<file path="src/rtl/chaining_scoreboard.sv">
// RAW chaining scoreboard for the vector lane: tracks in-flight writer records and answers
// per-port operand-read hazard checks with a registered result.
module chaining_scoreboard #(
    parameter int NR_RECORDS    = 4,
    parameter int NR_READ_PORTS = 2,
    parameter int VS_LO_BITS    = 3,
    parameter int OFFSET_BITS   = 3,
    parameter int INST_BITS     = 3
) (
    input  logic                                          clock,
    input  logic                                          reset,
    input  logic                                          alloc_valid,
    output logic                                          alloc_ready,
    input  logic                                          alloc_vd_valid,
    input  logic [VS_LO_BITS+1:0]                         alloc_vd,
    input  logic [INST_BITS-1:0]                          alloc_inst,
    input  logic                                          wb_valid,
    input  logic [INST_BITS-1:0]                          wb_inst,
    input  logic [2**(VS_LO_BITS+OFFSET_BITS)-1:0]        wb_mask,
    input  logic                                          retire_valid,
    input  logic [INST_BITS-1:0]                          retire_inst,
    input  logic [NR_READ_PORTS-1:0]                      rd_valid,
    input  logic [NR_READ_PORTS*(VS_LO_BITS+2)-1:0]       rd_vs,
    input  logic [NR_READ_PORTS*OFFSET_BITS-1:0]          rd_offset,
    input  logic [NR_READ_PORTS*INST_BITS-1:0]            rd_inst,
    output logic [NR_READ_PORTS-1:0]                      rd_resp_valid,
    output logic [NR_READ_PORTS-1:0]                      rd_ok,
    output logic [$clog2(NR_RECORDS+1)-1:0]               occupancy
);
    localparam int VS_W   = VS_LO_BITS + 2;
    localparam int IDX_W  = VS_LO_BITS + OFFSET_BITS;
    localparam int MASK_W = 2**IDX_W;
    localparam int OCC_W  = $clog2(NR_RECORDS + 1);

    logic [NR_RECORDS-1:0] recValid;
    logic [NR_RECORDS-1:0] recVdValid;
    logic [VS_W-1:0]       recVd   [NR_RECORDS];
    logic [INST_BITS-1:0]  recInst [NR_RECORDS];
    logic [MASK_W-1:0]     recMask [NR_RECORDS];

    logic [NR_RECORDS-1:0]    allocHit;
    logic                     allocFound;
    logic                     allocFire;
    logic [NR_RECORDS-1:0]    validNext;
    logic [OCC_W-1:0]         occNext;
    logic [NR_READ_PORTS-1:0] okNext;

    // Mask bit i covers element (i mod 2**OFFSET_BITS) of vreg vd+(i >> OFFSET_BITS), so a
    // record whose base is not group-aligned spills into the next group (hitVd1).
    function automatic logic recHazard(
        input logic                  valid,
        input logic                  vdValid,
        input logic [VS_W-1:0]       vd,
        input logic [INST_BITS-1:0]  inst,
        input logic [MASK_W-1:0]     mask,
        input logic [VS_W-1:0]       vs,
        input logic [OFFSET_BITS-1:0] off,
        input logic [INST_BITS-1:0]  rInst
    );
        logic                sameInst;
        logic                older;
        logic                hitVd;
        logic                hitVd1;
        logic [IDX_W-1:0]    readIdx;
        logic [IDX_W-1:0]    shiftAmt;
        logic [MASK_W-1:0]   readOh;
        logic [3*MASK_W-1:0] padded;
        logic [2*MASK_W-1:0] window;
        sameInst = (rInst == inst);
        older    = sameInst | ((rInst[INST_BITS-2:0] < inst[INST_BITS-2:0])
                               ^ rInst[INST_BITS-1] ^ inst[INST_BITS-1]);
        readIdx  = {vs[VS_LO_BITS-1:0], off};
        readOh   = MASK_W'(1) << readIdx;
        shiftAmt = {vd[VS_LO_BITS-1:0], {OFFSET_BITS{1'b0}}};
        padded   = {{MASK_W{1'b1}}, mask, {MASK_W{1'b1}}} << shiftAmt;
        window   = padded[3*MASK_W-1:MASK_W];
        hitVd    = ((readOh & window[MASK_W-1:0]) == '0)
                   && (vs[VS_W-1 -: 2] == vd[VS_W-1 -: 2]);
        hitVd1   = ((readOh & window[2*MASK_W-1:MASK_W]) == '0)
                   && (vs[VS_W-1 -: 2] == 2'(vd[VS_W-1 -: 2] + 2'd1));
        return valid & vdValid & ~sameInst & ~older & (hitVd | hitVd1);
    endfunction

    assign alloc_ready = ~&recValid;
    assign allocFire   = alloc_valid & alloc_ready;

    always_comb begin
        allocHit   = '0;
        allocFound = 1'b0;
        for (int i = 0; i < NR_RECORDS; i++) begin
            if (!recValid[i] && !allocFound) begin
                allocHit[i] = 1'b1;
                allocFound  = 1'b1;
            end
        end
    end

    // Alloc only targets slots free at the start of the cycle, so a slot retired this
    // cycle is never reused until the next one.
    always_comb begin
        validNext = recValid;
        occNext   = '0;
        for (int i = 0; i < NR_RECORDS; i++) begin
            if (recValid[i] && retire_valid && recInst[i] == retire_inst) validNext[i] = 1'b0;
            if (allocFire && allocHit[i]) validNext[i] = 1'b1;
            occNext = occNext + OCC_W'(validNext[i]);
        end
    end

    always_comb begin
        okNext = '1;
        for (int p = 0; p < NR_READ_PORTS; p++) begin
            for (int r = 0; r < NR_RECORDS; r++) begin
                if (recHazard(recValid[r], recVdValid[r], recVd[r], recInst[r], recMask[r],
                              rd_vs[p*VS_W +: VS_W],
                              rd_offset[p*OFFSET_BITS +: OFFSET_BITS],
                              rd_inst[p*INST_BITS +: INST_BITS])) begin
                    okNext[p] = 1'b0;
                end
            end
        end
    end

    always_ff @(posedge clock) begin
        if (reset) begin
            recValid      <= '0;
            recVdValid    <= '0;
            occupancy     <= '0;
            rd_resp_valid <= '0;
            rd_ok         <= '1;
            for (int i = 0; i < NR_RECORDS; i++) begin
                recVd[i]   <= '0;
                recInst[i] <= '0;
                recMask[i] <= '0;
            end
        end else begin
            recValid  <= validNext;
            occupancy <= occNext;
            for (int i = 0; i < NR_RECORDS; i++) begin
                if (allocFire && allocHit[i]) begin
                    recVd[i]      <= alloc_vd;
                    recVdValid[i] <= alloc_vd_valid;
                    recInst[i]    <= alloc_inst;
                    recMask[i]    <= '0;
                end else if (recValid[i] && wb_valid && recInst[i] == wb_inst) begin
                    recMask[i] <= recMask[i] | wb_mask;
                end
            end
            rd_resp_valid <= rd_valid;
            for (int p = 0; p < NR_READ_PORTS; p++) begin
                if (rd_valid[p]) rd_ok[p] <= okNext[p];
            end
        end
    end
endmodule

</file>
<file path="config.mk">
export PLATFORM = sky130hd
export DESIGN_NAME = chaining_scoreboard
export DESIGN_NICKNAME = d
export VERILOG_FILES = /design/src/rtl/chaining_scoreboard.sv
export SDC_FILE = /design/constraint.sdc
export NUM_CORES = 2
export LEC_CHECK = 0
export ABC_AREA = 1
export BUFFER_PORTS_ARGS = -buffer_cell sky130_fd_sc_hd__buf_4
export CAP_MARGIN = 5
export CELL_PAD_IN_SITES_DETAIL_PLACEMENT = 2
export CELL_PAD_IN_SITES_GLOBAL_PLACEMENT = 2
export CORE_UTILIZATION = 30
export DETAILED_ROUTE_END_ITERATION = 12
export PLACE_DENSITY = 0.83
export REMOVE_ABC_BUFFERS = 1
export SKIP_CTS_REPAIR_TIMING = 1
export SLEW_MARGIN = 20
export SYNTH_ARGS = -nofsm -noshare
export SYNTH_HDL_FRONTEND = slang
export SYNTH_SLANG_ARGS = --single-unit
</file>
<file path="constraint.sdc">
create_clock -name clock -period 4.15 [get_ports clock]
set_input_delay 0.6225 -clock clock [delete_from_list [all_inputs] [get_ports clock]]
set_output_delay 0.6225 -clock clock [all_outputs]
set_load 0.1 [all_outputs]
</file>
==> flow_summary_export.csv <==
group,metric,value,unit
detailed_routing,firstDrtPassIters,6,
global_routing,grt_max_degree,103,
sta,setup_violations,1,
outcome,violations,"negative setup slack",
setup_path,cp.required,4.71,ns
clock_tree,cts_tree,"built",
layout,syn2layout_area_growth,20.5,%
setup_path,worst_setup_path_end_kind,"flip-flop",
yosys,synthFlopType,"edfxtp_1",
detailed_routing,viasPerCell,6.67,
setup_path,crit_type,"flip-flop to flip-flop",
pwr,p_int,6.37,mW
die,start_util,30.4,%
yosys,synth_edf_count,288,
detailed_routing,wl,320,mm
yosys,syn-cell-area,0.0316,mm²
sta,min_period_over_period,102,%
setup_path,path_max_fanout,16,
placement,pre_cts_ws,0.158,ns
clock_tree,max-clock-path-buffers,3,
sta,rsz0062_at_grt,"no",
die,coreArea,0.104,mm²
placement,dp_hpwl,255,mm
sta,finalClockSkew,0.0460,ns
clock_tree,clk_pin_slew,0.08,ns
yosys,synth_async_sr_flop_share,0,%
yosys,ys_seq_area_share,28.3,%
global_routing,first_global_vias,49300,
clock_tree,cts-root-buf,"clkbuf_16",
sta,hold_ws,0.246,ns
layout,layout_common_cells,"2432 x nand2_1, 899 x nor2_1, 849 x nand3_1",
pwr,p_sw_share,43.3,%
sta,worst_pin_slew,1.32,ns
detailed_routing,post_drt_wl_per_cell,43.6,µm
placement,gp_congestion,1.22,
pwr,net-switching-power,4.87,mW
die,num_rows,118,
pwr,power.density,295,mW/mm²
layout,final_common_cell,"nand2_1",
pwr,clockPowerShare,34.3,%
clock_tree,cts_sinks,303,
placement,numPortBuffers,115,
clock_tree,clock_latency,0.69,ns
setup_path,worst_ep_arrival_time,4.78,ns
clock_tree,htree_levels,2,
pwr,seqPwrFrac,32.9,%
sta,drv_slew,0,
layout,final_layout_size_suffix_gt1_share,11.0,%
global_routing,grt_pass1_wl,424,mm
outcome,outcome,"complete, but fails checks",
die,die_w,327,µm
sta,finalCriticalPeriod,4.22,ns
hold_path,hp-class,"primary input to flip-flop",
setup_path,start_kind,"flip-flop",
sta,relSlewSlack,11.1,%
layout,fin_cells,7334,
global_routing,grtUsageTotal,58.1,%
placement,dp.cells,7235,
yosys,ys_ff_latch,303,
pwr,p_comb_share,32.8,%
detailed_routing,drc,0,
detailed_routing,drt_iter0_drc,7319,
detailed_routing,drtAntennaViolNets,0,
global_routing,grt-ovfl-total,0,
die,io_pins,116,
sta,fin_ws,-0.0720,ns
yosys,synth_cells,5622,
sta,max_freq,237,MHz
run,cap_violations,0,
global_routing,antenna_found_initial,36,
pwr,fin_total_pwr,11.2,mW
clock_tree,cts_made_buffers,41,
die,dieArea,0.107,mm²
layout,nNetsFinal,6025,
yosys,yosys_warnings,0,
pwr,ir_drop,0.385,mV
yosys,yosysUniqueCellTypes,45,
yosys,avgSynthCellArea,5.63,µm²
die,die_height,327,µm
sta,hold_viol_final,0,
pwr,power.leakage,18.6,nW
detailed_routing,vias,48900,
-- synth_stat cells, types with 17 or more instances --
library cell / instances / area, µm²
nor3_1: 29 / 145
nand4_1: 179 / 1120
nand3_1: 851 / 4260
edfxtp_1: 288 / 8650
nor2_1: 905 / 3400
o211ai_1: 17 / 128
buf_1: 55 / 206
ha_1: 18 / 225
buf_2: 86 / 430
a21oi_1: 88 / 440
clkbuf_1: 144 / 541
o21ai_0: 130 / 651
inv_1: 228 / 856
nand2_1: 2434 / 9140
-- worst paths after layout --
check                                                 from                          end  slack [ns]  cells after the start
worst min register to register  recVdValid[3]$_SDFFE_PP0P_   recVdValid[3]$_SDFFE_PP0P_        0.51                      2
worst max register to register   recVd[1][2]$_SDFFCE_PN0P_        rd_ok[1]$_SDFFE_PP1P_       -0.07                     16
worst max-delay path             recVd[1][2]$_SDFFCE_PN0P_        rd_ok[1]$_SDFFE_PP1P_       -0.07                     16
worst min-delay path                                 reset  rd_resp_valid[0]$_SDFF_PP0_        0.25                      2
-- state kept, by name (all words and copies together) (netlist names) --
name,cells
occupancy,3
rd_ok,2
rd_resp_valid,2
recInst,12
recMask,256
recValid,4
recVd,20
recVdValid,4
-- area by class of cell --
type / count / area [µm²]
clock buffer: 51 / 1130
fill: 13000 / 66000
clock inverter: 21 / 211
multi-input combinational: 4784 / 20700
timing repair buffer: 524 / 4460
sequential: 303 / 8950
inverter: 244 / 917
antenna: 27 / 67.6
tap: 1380 / 1730
-- stage by stage --
stage          TNS [ns]  util (%)  cell area (µm²)
2_1_floorplan   -650.65         -            30400
3_3_place_gp          0      35.3            36700
3_5_place_dp          0      35.3            36700
4_1_cts               0      36.6            38100
5_1_grt               0      36.6            38100
6_report        -0.0720      36.6            38100
-- critical path: stages, from the launching register on --
cell	delay [ns]
edfxtp_1	0.37
buf_4	0.21
clkinv_2	0.44
buf_4	0.35
buf_4	0.32
nand2_1	0.15
nand2_1	0.10
buf_4	0.17
nand2_1	0.13
a21oi_1	0.39
nand3_1	0.28
nor2_1	0.35
nand2_1	0.14
nand2_1	0.31
nand2_1	0.11
nand3_1	0.11
o21bai_1	0.08
-- power groups by stage --
stage	clock network, mW	registers, mW	logic [mW]
after floorplan	0	3.78	1.32
after global placement	0	3.70	3.17
after detailed placement	0	3.73	3.32
after CTS	3.79	3.68	3.40
after global routing	3.90	3.69	3.65
final	3.86	3.69	3.68
-- routing by layer --
metal | global-route usage, % | vias to the layer above | share of wire (%)
li1 | - | 19000 | -
met1 | 66.2 | 24200 | 35
met2 | 84.3 | 4203 | 41
met3 | 22.5 | 1526 | 13
met4 | 51.2 | 18 | 11
met5 | 1.11 | - | 0.087
-- kinds of logic after synthesis --
| family | Yosys count | synth area share [%] |
|---|---|---|
| compound gates | 276 | 4.82 |
| fa+ha+maj | 19 | 0.775 |
| buf+inv | 535 | 6.77 |
| simple gates | 4460 | 58.5 |
| xor+xnor | 29 | 0.803 |
| flops | 303 | 28.3 |
No activity file was read; power rests on OpenSTA's default activity.
